--- src/rtl/sigadd_pipe.sv ---
// -----------------------------------------------------------------------------
// sigadd_pipe -- pipelined signed significand adder/subtractor.
//
// Adds (or subtracts) the aligned significand B, which carries three low
// guard/round/sticky bits, to significand A. Returns the magnitude of the
// result, a zero flag and the sign of the result. Flow control is
// valid/ready. Any output stall freezes the whole pipeline.
//
// Configuration macro:
//   SIGADD_PIPE_ABS_STAGE_EN - when defined, an extra register stage is placed
//                              between the raw sum and the absolute-value logic
//                              (latency 3 instead of 2). The handshake rules are
//                              identical in both builds.
//
// Ports:
//   clk        in   rising-edge clock
//   rst        in   synchronous active-high reset
//   in_valid   in   operand set valid
//   in_ready   out  block accepts operands this cycle
//   fa         in   [SIG_W-1:0]   significand A, integer aligned
//   fb         in   [SIG_W+2:0]   aligned significand B, 3 low extension bits
//   sa, sb     in   signs of A and B
//   sub        in   effective-subtract flag
//   out_valid  out  result valid
//   out_ready  in   consumer accepts result
//   fs         out  [SIG_W+3:0]   magnitude of sum
//   fszero     out  sum is exactly zero
//   ss         out  sign of result
// -----------------------------------------------------------------------------
module sigadd_pipe #(
    parameter int SIG_W = 53
) (
    input  logic             clk,
    input  logic             rst,
    input  logic             in_valid,
    output logic             in_ready,
    input  logic [SIG_W-1:0] fa,
    input  logic [SIG_W+2:0] fb,
    input  logic             sa,
    input  logic             sb,
    input  logic             sub,
    output logic             out_valid,
    input  logic             out_ready,
    output logic [SIG_W+3:0] fs,
    output logic             fszero,
    output logic             ss
);

    localparam int SUM_W = SIG_W + 5;

    // Magnitude of a two's-complement sum. The magnitude always fits in
    // SUM_W-1 bits, so negation is carried out on the low bits only
    // (conditional invert plus increment).
    function automatic logic [SUM_W-2:0] f_abs(input logic [SUM_W-1:0] v);
        logic [SUM_W-2:0] inv;
        inv = v[SUM_W-2:0] ^ {(SUM_W-1){v[SUM_W-1]}};
        return inv + {{(SUM_W-2){1'b0}}, v[SUM_W-1]};
    endfunction

    logic             w_stall;
    logic [SUM_W-1:0] w_a_ext;
    logic [SUM_W-1:0] w_b_ext;
    logic [SUM_W-1:0] w_sum_in;

    // Stage 1 registers
    logic             r_s1_valid;
    logic [SUM_W-1:0] r_s1_sum;
    logic             r_s1_sa;
    logic             r_s1_sb;
    logic             r_s1_sub;

    // Signals that feed the absolute-value / output stage
    logic             w_pre_valid;
    logic [SUM_W-1:0] w_pre_sum;
    logic             w_pre_sa;
    logic             w_pre_sb;
    logic             w_pre_sub;
    logic             w_pre_zero;
    logic             w_ss;

    // Output registers
    logic             r_out_valid;
    logic [SIG_W+3:0] r_fs;
    logic             r_fszero;
    logic             r_ss;

    // A stalled output freezes every stage, so in_ready follows it directly.
    assign w_stall  = r_out_valid & ~out_ready;
    assign in_ready = ~w_stall;

    assign w_a_ext  = {2'b00, fa, 3'b000};
    assign w_b_ext  = {2'b00, fb};
    assign w_sum_in = sub ? (w_a_ext - w_b_ext) : (w_a_ext + w_b_ext);

    // Stage 1: capture the raw two's-complement sum and the sign inputs.
    always_ff @(posedge clk) begin
        if (rst) begin
            r_s1_valid <= 1'b0;
            r_s1_sum   <= {SUM_W{1'b0}};
            r_s1_sa    <= 1'b0;
            r_s1_sb    <= 1'b0;
            r_s1_sub   <= 1'b0;
        end else if (!w_stall) begin
            r_s1_valid <= in_valid;
            if (in_valid) begin
                r_s1_sum <= w_sum_in;
                r_s1_sa  <= sa;
                r_s1_sb  <= sb;
                r_s1_sub <= sub;
            end
        end
    end

`ifdef SIGADD_PIPE_ABS_STAGE_EN
    logic             r_s2_valid;
    logic [SUM_W-1:0] r_s2_sum;
    logic             r_s2_sa;
    logic             r_s2_sb;
    logic             r_s2_sub;

    // Extra stage: retime the sum ahead of the absolute-value logic.
    always_ff @(posedge clk) begin
        if (rst) begin
            r_s2_valid <= 1'b0;
            r_s2_sum   <= {SUM_W{1'b0}};
            r_s2_sa    <= 1'b0;
            r_s2_sb    <= 1'b0;
            r_s2_sub   <= 1'b0;
        end else if (!w_stall) begin
            r_s2_valid <= r_s1_valid;
            if (r_s1_valid) begin
                r_s2_sum <= r_s1_sum;
                r_s2_sa  <= r_s1_sa;
                r_s2_sb  <= r_s1_sb;
                r_s2_sub <= r_s1_sub;
            end
        end
    end

    assign w_pre_valid = r_s2_valid;
    assign w_pre_sum   = r_s2_sum;
    assign w_pre_sa    = r_s2_sa;
    assign w_pre_sb    = r_s2_sb;
    assign w_pre_sub   = r_s2_sub;
`else
    assign w_pre_valid = r_s1_valid;
    assign w_pre_sum   = r_s1_sum;
    assign w_pre_sa    = r_s1_sa;
    assign w_pre_sb    = r_s1_sb;
    assign w_pre_sub   = r_s1_sub;
`endif

    assign w_pre_zero = (w_pre_sum == {SUM_W{1'b0}});

    // Result sign: B's sign wins when B dominates. An exact zero is negative
    // only when two negative operands were truly added.
    always_comb begin
        w_ss = 1'b0;
        if (w_pre_zero) begin
            w_ss = w_pre_sa & ~w_pre_sub;
        end else if (w_pre_sum[SUM_W-1]) begin
            w_ss = w_pre_sb;
        end else begin
            w_ss = w_pre_sa;
        end
    end

    // Output stage: register the magnitude, zero flag and sign. The outputs
    // hold while stalled or when a bubble passes.
    always_ff @(posedge clk) begin
        if (rst) begin
            r_out_valid <= 1'b0;
            r_fs        <= {(SIG_W+4){1'b0}};
            r_fszero    <= 1'b0;
            r_ss        <= 1'b0;
        end else if (!w_stall) begin
            r_out_valid <= w_pre_valid;
            if (w_pre_valid) begin
                r_fs     <= f_abs(w_pre_sum);
                r_fszero <= w_pre_zero;
                r_ss     <= w_ss;
            end
        end
    end

    assign out_valid = r_out_valid;
    assign fs        = r_fs;
    assign fszero    = r_fszero;
    assign ss        = r_ss;

endmodule

--- config.mk ---
export PLATFORM = sky130hd
export DESIGN_NAME = sigadd_pipe
export DESIGN_NICKNAME = d
export VERILOG_FILES = /design/src/rtl/sigadd_pipe.sv
export SDC_FILE = /design/constraint.sdc
export NUM_CORES = 1
export LEC_CHECK = 0
export BUFFER_PORTS_ARGS = -buffer_cell sky130_fd_sc_hd__buf_2
export CELL_PAD_IN_SITES_DETAIL_PLACEMENT = 1
export CELL_PAD_IN_SITES_GLOBAL_PLACEMENT = 2
export CORE_MARGIN = 2
export CORE_UTILIZATION = 25
export CTS_CLUSTER_DIAMETER = 50
export DETAILED_ROUTE_END_ITERATION = 6
export PLACE_DENSITY = 0.73
export SLEW_MARGIN = 20
export SYNTH_ARGS = -nofsm -noshare
export SYNTH_HDL_FRONTEND = slang
export SYNTH_SLANG_ARGS = --single-unit
--- constraint.sdc ---
create_clock -name clk -period 13.5 [get_ports clk]
set_input_delay 0.675 -clock clk [delete_from_list [all_inputs] [get_ports clk]]
set_output_delay 0.675 -clock clk [all_outputs]
set_load 0.02 [all_outputs]
# Yosys cells after proc, flatten, opt, wreduce, memory -nomap -nowiden
# Cells that the tools add are included.
# Widths: inputs -> output; s select.
[totals]
output_inout_bits = 61
reg_bits = 122
word_cells = 24
[op_classes]
mux = 3
reduce_logical = 3
n_bitwise = 6
n_addsub = 3
[op_table]
columns = ["operator", "n"]
rows = [
  ["$logic_not 58->1", 1],
  ["$mux 58", 1],
  ["$add 56x56->57", 1],
  ["$add 57x1->57", 1],
  ["$sub 56x56->57", 1],
  ["$xor 57x57->57", 1],
  ["$reduce_and 2->1", 2],
  ["$not 1->1", 3],
  ["$and 1x1->1", 2],
  ["$mux 1", 2],
]

# Depth between registers and ports, before layout
[logic_depth]
word_depth = 4
ltp_mapped = 18

# Least setup slack after synthesis
# OpenSTA, ideal clock, no wires.
[synth_timing]
kind = "register to register"
start = "reg r_s1_sum[57]"
end = "reg r_fs[52] (netlist: fs[52])"
slack_ns = 9.235
n_path_buf = 6
t_arrival_ns = 4.195
t_required_ns = 13.430
setup_ns = 0.070
synth_period_minus_slack_ns = 4.265
stages_incl_launch_ff = 19
path_cell_list = "dfxtp_1 -> buf_2 -> clkbuf_1 -> clkbuf_1 -> buf_1 -> clkbuf_1 -> xor2_1 -> ha_1 -> a21boi_0 -> o2111a_2 -> and4_1 -> buf_4 -> nand3_4 -> nor3_4 -> nand2_2 -> nor2_1 -> mux2i_1 -> o2111ai_1 -> a21oi_1"
[synth_via]
elab_chain_len = 2
[synth_lines]
columns = ["element", "line_no", "text"]
rows = [
  ["start, declared", "67", "logic [SUM_W-1:0] r_s1_sum;"],
  ["start signal, assigned", "99", "r_s1_sum <= {SUM_W{1'b0}};"],
  ["start signal, assigned", "106", "r_s1_sum <= w_sum_in;"],
  ["$xor 57x57->57", "56", "inv = v[SUM_W-2:0] ^ {(SUM_W-1){v[SUM_W-1]}};"],
  ["$add 57x1->57 (*)", "57", "return inv + {{(SUM_W-2){1'b0}}, v[SUM_W-1]};"],
  ["end signal, assigned", "173", "r_fs <= {(SIG_W+4){1'b0}};"],
  ["end signal, assigned", "179", "r_fs <= f_abs(w_pre_sum);"],
  ["end, declared", "83", "logic [SIG_W+3:0] r_fs;"],
]
# Mark *: on every way between the ends. The rest lies on a longest branch, timed or not.
# A chain may end at the register's enable or synchronous reset.

# Worst setup path in the final report
# Same ends and word-level chain as after synthesis.

==> results.cfg <==
[run_status]
status = complete, no violations

[power]
ir_drop_mv = 0.0874
power_mw = 1.43
p_per_area_mw_per_mm2 = 95.9
power_leakage_nw = 6.17

[clocking]
clockBufferDepth = 2
cts_htree_levels = 4
clock_latency_ns = 0.43
cts_tree = yes
holdBufCountCts = 0
cts_sinks = 122
cts_resized = 0
cts_root_buf = clkbuf_16
cts_setup_buffers = 0
clkTransAtPathRegs_ns = 0.06
cts_buffers = 17

[sta]
fin_crit_sh_pct = 32.7
clock_skew_ns = 0.0132
setup_viol = 0
tns_ns = 0
rsz0062_at_grt = false
hold_ws_ns = 0.447
slew_headroom_pct = 43.3
finalHoldViolCount = 0
drv_slew = 0
fin_crit_ns = 4.41
clock.fmax_mhz = 227
worst_pin_slew_ns = 0.850

[synthesis]
synthAdderAreaFrac_pct = 10.8
syn-num-nets = 2092
muxShareOfSynthArea_pct = 1.16
yosysWarnings = 0
synth_compound_area_share_pct = 29.0
synth_top_area_cell = dfxtp_1
synth-main-ff-cell = dfxtp_1
syn_avg_cell_area_um2 = 6.96
synth_edf_count = 0
synth_top_area_share_pct = 18.8
synthCells = 1865
ys_ff_latch = 122
synth_top_family_by_area = compound AO/OA/AOI/OAI gates
synth_xor_area_share_pct = 8.10
synth.area.top_cells = dfxtp_1 (19%), ha_1 (11%), a21oi_1 (8.8%)
yosys.area_share.simple_pct = 24.7
ys_types = 94
syn_area_mm2 = 0.0130
seq_area_frac_synth_pct = 18.8
synthArstFlopShare_pct = 0

[final_layout]
area_growth_pct = 14.6
final_common_cell = a21oi_1
final_nets = 2169
stdcell_count = 2635
final_cell_mix = a21oi_1 (229), nand2_1 (209), nor2_1 (178)
drive_gt1_share_pct = 13.5
antenna_cells = 0

[worst_setup_path]
crit_family = simple AND/OR/NAND/NOR gates
end_kind = register
r2r_end = fs[52]$_SDFFE_PP0P_
worst-r2r-setup-slack_ns = 9.09
cp-start-kind = register
critical_path_class = register to register
crit_chain = buf_4, or4b_2, mux2i_1, o2111a_2, and4_1, nand3_4, nor3_4, nand2_2, nor2_1, mux2i_1, o2111ai_1, a21oi_1
critPathArrivalTime_ns = 4.77
crit_required_ns = 13.86
timing.rr.start = r_s1_sum[57]$_SDFFE_PP0P_
crit_fanout = 62
crit_buf_inv = 1
cp_slowest_cell = dfxtp_4
slowest_delay_ns = 0.84
worstRegToRegCells = 12
cpMostUsedCell = mux2i_1

[floorplanning]
die_w_um = 232
fp.dieH_um = 232
start_util_pct = 25.3
core_mm2 = 0.0513
io_pins = 177
die_area_mm2 = 0.0537
num_rows = 83

[drt]
post-route-drc-count = 0
ant_nets = 0
wl_per_cell_um = 19.0
drt_wl_total_um = 50100
vias = 13800
drtPass1Iterations = 5
first_iter_violations = 703
via_per_inst = 5.22

[placed_design]
port-buffer-count = 176
dp_cells = 2603
post-dp-hpwl_um = 40300
place_congestion = 0.893

[global_routing]
grt_use_met1_pct = 27.0
use_met3_pct = 1.96
grt_first_pass_wirelength_um = 79100
grt_max_degree = 83
grt_pass1_vias = 13800
grt.busiest_layer = met2
grt_overflow = 0
antenna_found_initial = 0
grt.total_usage_pct = 18.4
met2_usage_pct = 28.5

[min_path]
min_from = fs[21]$_SDFFE_PP0P_
hold_class = register to register
min_to = fs[21]$_SDFFE_PP0P_
hold_depth = 2

[run]
drv_cap = 0
==> through the flow <==
step | instance area [um^2] | utilization (%) | setup WS (ns)
detailed placement | 14300 | 27.8 | 9.00
floorplan | 13000 | - | 9.24
global route | 14900 | 29.0 | 8.84
global placement | 14300 | 27.8 | 9.05
CTS | 14900 | 29.0 | 9.12
finish | 14900 | 29.0 | 9.09
==> worst max-delay path by stage <==
stage | start | cells after the start | slack [ns] | to
4_1_cts | r_s1_sum[57]$_SDFFE_PP0P_ | 12 | 9.12 | fs[52]$_SDFFE_PP0P_
2_1_floorplan | r_s1_sum[57]$_SDFFE_PP0P_ | 18 | 9.24 | fs[52]$_SDFFE_PP0P_
3_5_place_dp | fb[3] | 15 | 9.00 | r_s1_sum[53]$_SDFFE_PP0P_
3_3_place_gp | fa[10] | 13 | 9.05 | r_s1_sum[52]$_SDFFE_PP0P_
5_1_grt | r_s1_sum[57]$_SDFFE_PP0P_ | 12 | 8.84 | fs[52]$_SDFFE_PP0P_
6_report | r_s1_sum[57]$_SDFFE_PP0P_ | 12 | 9.09 | fs[52]$_SDFFE_PP0P_
==> kinds of logic after synthesis <==
group | Yosys count
mux | 15
compound gates | 590
xor+xnor | 120
fa+ha+maj | 111
flops | 122
simple gates | 662
buf+inv | 245
==> power by group <==
part	leakage, nW	total (mW)	internal (mW)	switching, mW
sequential	1.00	0.441	0.390	0.0510
clock	0.293	0.468	0.281	0.187
combinational	4.87	0.516	0.189	0.327
==> metal layers <==
| metal | part of all wire [%] | vias up |
|---|---|---|
| met3 | 3.5 | 39 |
| met4 | 1.6 | 0 |
| met1 | 51 | 6665 |
| met5 | 0 | - |
| met2 | 44 | 269 |
| li1 | - | 6794 |
==> cells in the mapped netlist (38+ instances only) <==
library cell and instances:
dfxtp_1 122, clkbuf_1 96, nor2_1 178, a211oi_1 48
xnor2_1 95, nor3_1 47, inv_1 115, nand3_1 38
nand2_1 209, a21oi_1 229, o21ai_0 96, ha_1 110
==> worst reg2reg max path, cell delays in order (launching register included) <==
cell	delay, ns
dfxtp_4	0.84
buf_4	0.56
or4b_2	0.69
mux2i_1	0.23
o2111a_2	0.29
and4_1	0.39
nand3_4	0.18
nor3_4	0.25
nand2_2	0.18
nor2_1	0.23
mux2i_1	0.22
o2111ai_1	0.13
a21oi_1	0.17
==> cell type report <==
type	instances	area, um^2
fillers	6466	36400
multi-input cells	1498	9570
flip-flops and latches	122	2450
repair buffers	186	958
well taps	680	851
clock buffers	18	439
inverters	117	439
clock inverters	14	160
==> sequential cells by signal, indices dropped and copies added, names as in the netlist <==
name and count:
r_s1_sum 58, fs 57, fszero 1, out_valid 1
r_s1_sa 1, r_s1_sb 1, r_s1_sub 1, r_s1_valid 1
ss 1
Note: power is estimated with default switching activity, not from simulation.
